File: src/rtl/guess_scorer_pkg.sv
// Shared game definitions: scorer state encoding, pin colour type and
// board RAM layout defaults, also used by the top-level game FSM.
package guess_scorer_pkg;

  typedef enum logic [2:0] {
    S_IDLE,
    S_GREEN,
    S_YELLOW,
    S_HINT_Y,
    S_HINT_G,
    S_FIN
  } scorer_state_e;

  localparam int PIN_COLOR_W_DEF  = 5;
  localparam int HINTS_OFFSET_DEF = 2048;

  typedef logic [PIN_COLOR_W_DEF-1:0] pin_color_t;

  // Effective pin count: requested count clamped to the board width.
  function automatic logic [4:0] eff_pins(input logic [4:0] cnt, input int max_pins);
    logic [4:0] lim;
    lim = 5'(max_pins);
    return (cnt > lim) ? lim : cnt;
  endfunction

endpackage

File: src/rtl/guess_scorer.sv
// Scores one guess against the secret: exact matches first (one pin per
// cycle, each pin also logged to board RAM), then an exhaustive pair scan
// for colour-only matches, then the two hint counts are written to RAM.
module guess_scorer
  import guess_scorer_pkg::*;
#(
  parameter int MAX_PINS     = 8,
  parameter int PIN_COLOR_W  = PIN_COLOR_W_DEF,
  parameter int RAM_ADDR_W   = 12,
  parameter int HINTS_OFFSET = HINTS_OFFSET_DEF
) (
  input  logic                            CLK,
  input  logic                            RST_N,
  input  logic                            START,
  input  logic                            ABORT,
  input  logic [MAX_PINS*PIN_COLOR_W-1:0] GUESS,
  input  logic [MAX_PINS*PIN_COLOR_W-1:0] SECRET,
  input  logic [4:0]                      PINS_COUNT,
  input  logic [7:0]                      ROW,
  output logic                            BUSY,
  output logic                            DONE,
  output logic [4:0]                      GREEN,
  output logic [4:0]                      YELLOW,
  output logic                            WIN,
  output logic                            RAM_WEN,
  output logic [RAM_ADDR_W-1:0]           RAM_WADDR,
  output logic [7:0]                      RAM_WDATA
);

  localparam int IDX_W  = (MAX_PINS > 1) ? $clog2(MAX_PINS) : 1;
  localparam int AW_EXT = RAM_ADDR_W + 8;

  scorer_state_e                   state_q;
  logic [MAX_PINS*PIN_COLOR_W-1:0] guess_q;
  logic [MAX_PINS*PIN_COLOR_W-1:0] secret_q;
  logic [7:0]                      row_q;
  logic [4:0]                      p_q;
  logic [4:0]                      pin_q;
  logic [4:0]                      g_q;
  logic [4:0]                      s_q;
  logic [4:0]                      green_cnt_q;
  logic [4:0]                      yellow_cnt_q;
  logic [MAX_PINS-1:0]             gmask_q;
  logic [MAX_PINS-1:0]             smask_q;
  logic [4:0]                      green_q;
  logic [4:0]                      yellow_q;
  logic                            win_q;
  logic                            done_q;

  logic [PIN_COLOR_W-1:0] guess_pin  [MAX_PINS];
  logic [PIN_COLOR_W-1:0] secret_pin [MAX_PINS];

  // Unpack the latched colour vectors into per-pin arrays.
  generate
    for (genvar gi = 0; gi < MAX_PINS; gi++) begin : g_unpack
      assign guess_pin[gi]  = guess_q[gi*PIN_COLOR_W +: PIN_COLOR_W];
      assign secret_pin[gi] = secret_q[gi*PIN_COLOR_W +: PIN_COLOR_W];
    end
  endgenerate

  // Indices are always below P <= MAX_PINS, so the narrow views are exact.
  logic [IDX_W-1:0] pin_idx, g_idx, s_idx;
  assign pin_idx = pin_q[IDX_W-1:0];
  assign g_idx   = g_q[IDX_W-1:0];
  assign s_idx   = s_q[IDX_W-1:0];

  logic [4:0] start_p_d;
  logic       green_hit_d, yellow_hit_d;
  logic       last_pin_d, last_g_d, last_s_d;

  assign start_p_d    = eff_pins(PINS_COUNT, MAX_PINS);
  assign green_hit_d  = (guess_pin[pin_idx] == secret_pin[pin_idx]);
  assign yellow_hit_d = (g_q != s_q) && (guess_pin[g_idx] == secret_pin[s_idx]) &&
                        !gmask_q[g_idx] && !smask_q[s_idx];
  assign last_pin_d   = (pin_q == p_q - 5'd1);
  assign last_g_d     = (g_q == p_q - 5'd1);
  assign last_s_d     = (s_q == p_q - 5'd1);

  // Scoring FSM: sequencing, match masks, counters and held results.
  always_ff @(posedge CLK) begin
    if (!RST_N) begin
      state_q      <= S_IDLE;
      guess_q      <= '0;
      secret_q     <= '0;
      row_q        <= '0;
      p_q          <= '0;
      pin_q        <= '0;
      g_q          <= '0;
      s_q          <= '0;
      green_cnt_q  <= '0;
      yellow_cnt_q <= '0;
      gmask_q      <= '0;
      smask_q      <= '0;
      green_q      <= '0;
      yellow_q     <= '0;
      win_q        <= 1'b0;
      done_q       <= 1'b0;
    end else begin
      done_q <= 1'b0;
      if (state_q != S_IDLE && ABORT) begin
        state_q <= S_IDLE;
      end else begin
        case (state_q)
          S_IDLE: begin
            if (START && !ABORT) begin
              guess_q      <= GUESS;
              secret_q     <= SECRET;
              row_q        <= ROW;
              p_q          <= start_p_d;
              pin_q        <= '0;
              g_q          <= '0;
              s_q          <= '0;
              green_cnt_q  <= '0;
              yellow_cnt_q <= '0;
              gmask_q      <= '0;
              smask_q      <= '0;
              state_q      <= (start_p_d == 5'd0) ? S_HINT_Y : S_GREEN;
            end
          end
          S_GREEN: begin
            if (green_hit_d) begin
              gmask_q[pin_idx] <= 1'b1;
              smask_q[pin_idx] <= 1'b1;
              green_cnt_q      <= green_cnt_q + 5'd1;
            end
            if (last_pin_d) state_q <= S_YELLOW;
            else            pin_q   <= pin_q + 5'd1;
          end
          S_YELLOW: begin
            if (yellow_hit_d) begin
              gmask_q[g_idx] <= 1'b1;
              smask_q[s_idx] <= 1'b1;
              yellow_cnt_q   <= yellow_cnt_q + 5'd1;
            end
            if (last_s_d) begin
              s_q <= '0;
              if (last_g_d) state_q <= S_HINT_Y;
              else          g_q     <= g_q + 5'd1;
            end else begin
              s_q <= s_q + 5'd1;
            end
          end
          S_HINT_Y: state_q <= S_HINT_G;
          S_HINT_G: state_q <= S_FIN;
          S_FIN: begin
            green_q  <= green_cnt_q;
            yellow_q <= yellow_cnt_q;
            win_q    <= (green_cnt_q == p_q) && (p_q != 5'd0);
            done_q   <= 1'b1;
            state_q  <= S_IDLE;
          end
          default: state_q <= S_IDLE;
        endcase
      end
    end
  end

  logic                  ram_wen_d;
  logic [RAM_ADDR_W-1:0] ram_waddr_d;
  logic [7:0]            ram_wdata_d;

  // Board RAM write port, decoded from state; an abort kills the write at once.
  always_comb begin
    ram_wen_d   = 1'b0;
    ram_waddr_d = '0;
    ram_wdata_d = '0;
    if (!ABORT) begin
      case (state_q)
        S_GREEN: begin
          ram_wen_d   = 1'b1;
          ram_waddr_d = RAM_ADDR_W'(AW_EXT'(row_q) * AW_EXT'(MAX_PINS) + AW_EXT'(pin_q));
          ram_wdata_d = 8'(guess_pin[pin_idx]);
        end
        S_HINT_Y: begin
          ram_wen_d   = 1'b1;
          ram_waddr_d = RAM_ADDR_W'(AW_EXT'(HINTS_OFFSET) + (AW_EXT'(row_q) << 1));
          ram_wdata_d = 8'(yellow_cnt_q);
        end
        S_HINT_G: begin
          ram_wen_d   = 1'b1;
          ram_waddr_d = RAM_ADDR_W'(AW_EXT'(HINTS_OFFSET) + (AW_EXT'(row_q) << 1) + AW_EXT'(1));
          ram_wdata_d = 8'(green_cnt_q);
        end
        default: ;
      endcase
    end
  end

  assign BUSY      = (state_q != S_IDLE);
  assign DONE      = done_q;
  assign GREEN     = green_q;
  assign YELLOW    = yellow_q;
  assign WIN       = win_q;
  assign RAM_WEN   = ram_wen_d;
  assign RAM_WADDR = ram_waddr_d;
  assign RAM_WDATA = ram_wdata_d;

endmodule

File: config.mk
export PLATFORM = sky130hd
export DESIGN_NAME = guess_scorer
export DESIGN_NICKNAME = d
export VERILOG_FILES = /design/src/rtl/guess_scorer_pkg.sv /design/src/rtl/guess_scorer.sv
export SDC_FILE = /design/constraint.sdc
export NUM_CORES = 1
export LEC_CHECK = 0
export ABC_CLOCK_PERIOD_IN_PS = 3350
export BUFFER_PORTS_ARGS = -buffer_cell sky130_fd_sc_hd__buf_2
export CAP_MARGIN = 20
export CORE_UTILIZATION = 35
export CTS_CLUSTER_SIZE = 20
export DETAILED_ROUTE_END_ITERATION = 7
export PLACE_DENSITY = 0.65
export SLEW_MARGIN = 20
export SYNTH_ARGS = -nofsm -noshare
export SYNTH_HDL_FRONTEND = slang
export SYNTH_SLANG_ARGS = --single-unit
File: constraint.sdc
create_clock -name CLK -period 3.35 [get_ports CLK]
set_input_delay 0.1675 -clock CLK [delete_from_list [all_inputs] [get_ports CLK]]
set_output_delay 0.1675 -clock CLK [all_outputs]
set_load 0.005 [all_outputs]
==> results.yml <==
synth:
  ys.flop_type: "dfxtp_1"
  syn-cell-area_um2: 8357
  synth.largest_area_cell: "dfxtp_1"
  async_flop_share_pct: 0
  syn-mean-instance-area_um2: 8.553
  synth.lib_cells_used.distinct: 57
  ys_top_cells_by_area: "dfxtp_1 36%, nand2_1 11%, a21boi_0 9.3%"
  synth.ff_latch_count: 149
  synth_seq_area_share_pct: 35.69
  netlist.area_leader.share_pct: 35.69
  postSynthCellCount: 977
  synth.cells.most_frequent: "254 x nand2_1, 149 x dfxtp_1, 103 x a21boi_0"
  number_of_synthesized_flops_with_an_enable_pin: 0
  yosys.cell_count.top_type: "nand2_1"
  synthesis.yosys.warnings: 0
cts:
  cts_made_buffers: 17
  cts.root.buffer_cell: "clkbuf_16"
  clock_tree.buffer_depth: 2
  cts.repair.resized: 0
  number_of_hold_repair_buffers_added_at_the_cts_stage: 55
  clkLatencyLatePin_ns: 0.43
  tritoncts_num_sinks: 149
  tritoncts: "built"
  post_cts.repair.setup_buffers: 0
  clk_pin_slew_ns: 0.07
  clock_tree.htree_level_count: 4
worst_setup_path:
  critical_path.n_buffers_inverters: 1
  critPathLaunch: "s_q[1]"
  crit_path_max_incr_delay_ns: 0.72
  timing.setup.critical_path_class: "flop to flop"
  critical_path.top_delay_family: "simple AND/OR/NAND/NOR gates"
  crit_path_cell_trace: "buf_4, a2111oi_0, nor3_1, xor2_1, or4_1, or4_1, a21oi_1"
  termination_of_the_worst_setup_path: "yellow_cnt_q[4]"
  arrival_ns: 3.47
  regToRegStartpoint: "s_q[1]"
  worstPathMaxFanout: 14
  r2r_setup_slack_ns: 0.23
  critPathRequiredTime_ns: 3.70
  critPathSlowestCell: "or4_1"
  timing.rr.end: "yellow_cnt_q[4]"
  kind_of_start_point_of_the_critical_path: "flop"
  path_common_cell: "or4_1"
  endpoint_class_of_the_critical_path: "flop"
  r2r_cells: 7
  timing.critical_path.depth: 7
status:
  run_status: "finished clean"
timing:
  timing.final.crit_period_ns: 3.118
  worst_pin_slew_ns: 1.053
  finalSetupTns_ns: 0
  clock.fmax_mhz: 320.7
  timing_max_transition_violations_final: 0
  holdWs_ns: 0.002346
  worst_slew_margin_rel_pct: 29.77
  final_period_util_pct: 93.08
  report.final.setup_viol: 0
  finClkSkew_ns: 0.01203
  setup_repair_after_global_routing_missed_its_margin: "no"
  finalHoldViolations: 0
drt:
  route.final.wire_length_um: 23940
  route.detailed.drc: 0
  dr.pass1.iters: 5
  detail_route.wl_per_cell_um: 16.37
  avgViaCountPerCell: 5.139
  antenna_violating_nets_post_route: 0
  vias: 7519
  drt_iter0_markers: 641
finish:
  final_core_utilization_pct: 44.53
  nFillCells: 2314
  multi_input_area_um2: 5010
  n_antenna_cell: 0
  fraction_of_final_layout_cells_sized_beyond_drive_strength_1_pct: 20.54
  fin_cells: 1463
  flow.area_growth_from_synthesis_pct: 25.06
  final_net_count: 1238
  area.sequential_um2: 2983
placement:
  place.detailed.instances: 1374
  place.gp.congestion: 0.9738
  post-dp-hpwl_um: 17120
  io_buffer_count: 127
die:
  initial_utilization_pct: 35.60
  coreArea_um2: 23470
  die_y_um: 156.5
  die_area_um2: 24500
  floorplan.io_pins: 131
  rows: 56
  die_x_um: 156.5
run:
  number_of_max_capacitance_violations_reported: 0
global_routing:
  initial_antenna_violation_count: 0
  pin_count_of_the_biggest_net_entering_global_routing: 94
  number_of_global_route_vias_before_repair: 7108
  globalRouteTotalUtil_pct: 20.19
  gr-total-overflow: 0
  global_route_wire_length_before_repair_um: 37940
power_and_ir_drop:
  power.leakage_uw: 0.003984
  power.density_nw_per_um2: 483.5
  irDropWorstVdd_uv: 299.9
hold_path:
  hold_path.class: "input pin to flop"
stage by stage:
step / area [µm²] / setup slack [ns] / power [µW]
4_1_cts: 10430 / 0.2654 / 5059
6_report: 10450 / 0.2320 / 5054
3_5_place_dp: 9293 / 0.2842 / 3122
2_1_floorplan: 8364 / 0.7001 / 2768
5_1_grt: 10450 / 0.01839 / 5285
3_3_place_gp: 9293 / 0.3479 / 3104
where the power goes:
part / switching, µW / internal (µW) / total [µW]
combinational: 618 / 493 / 1110
clock: 807 / 1100 / 1900
sequential: 147 / 1890 / 2040
total: 1570 / 3480 / 5050
worst min-delay path, stage by stage:
cell and delay [ns]:
buf_2 0.10, nand2_1 0.05, a21boi_0 0.07
cell type report:
class	instances	area share (%)
clock inverter	11	1.125
timing repair buffer	213	13.86
tap	319	3.819
sequential	149	28.54
multi-input combinational	744	47.93
inverter	6	0.2155
clock buffer	21	4.501
flip-flops by register name, indices dropped and copies added (netlist names), 3 cells and up:
name	flops
secret_q	40
yellow_cnt_q	5
guess_q	40
YELLOW	5
green_cnt_q	5
state_q	3
s_q	5
g_q	5
gmask_q	8
pin_q	5
GREEN	5
p_q	5
smask_q	8
row_q	8
worst min path at each step:
stage | start | endpoint | slack [ns] | depth (start not counted)
after global routing | GUESS[17] | guess_q[17] | 0.002 | 3
after detailed placement | SECRET[36] | secret_q[36] | 0.43 | 3
after global placement | SECRET[16] | secret_q[16] | 0.42 | 3
after CTS | SECRET[28] | secret_q[28] | 0.0008 | 3
final | GUESS[22] | guess_q[22] | 0.002 | 3
after floorplan | GUESS[0] | guess_q[0] | 0.31 | 2
layer usage:
layer / track usage, % / routed length (µm) / up-vias
met4: 7.983 / 675 / 0
met1: 26.38 / 10800 / 3558
met2: 32.27 / 11140 / 231
li1: - / - / 3683
met5: 0 / 0 / -
met3: 4.486 / 1320 / 47
cell usage in the layout, fill, tap and decap left out, types with 9 or more instances in the layout:
master / n
buf_4: 27
nand2_1: 253
buf_2: 127
a21boi_0: 103
dlygate4sd3_1: 57
xnor2_1: 35
nor2b_1: 12
mux2i_1: 18
a31oi_1: 9
clkbuf_16: 17
mux4_2: 33
a21oi_1: 16
nor2_1: 47
xor2_1: 29
dfxtp_1: 149
nand3_1: 16
nor3_1: 19
ha_1: 9
nand2b_1: 10
o21ai_0: 36
cells by family after synthesis:
kind of cell,synth area share [%]
and+or+nand+nor,20.39
AOI/OAI and AO/OA,16.98
DFF,35.69
buffers and inverters,4.492
xor gates and xnor gates,8.055
muxes,12.76
adders and majority gates,1.587
other,0.04487
No activity file was read; power rests on OpenSTA's default activity.
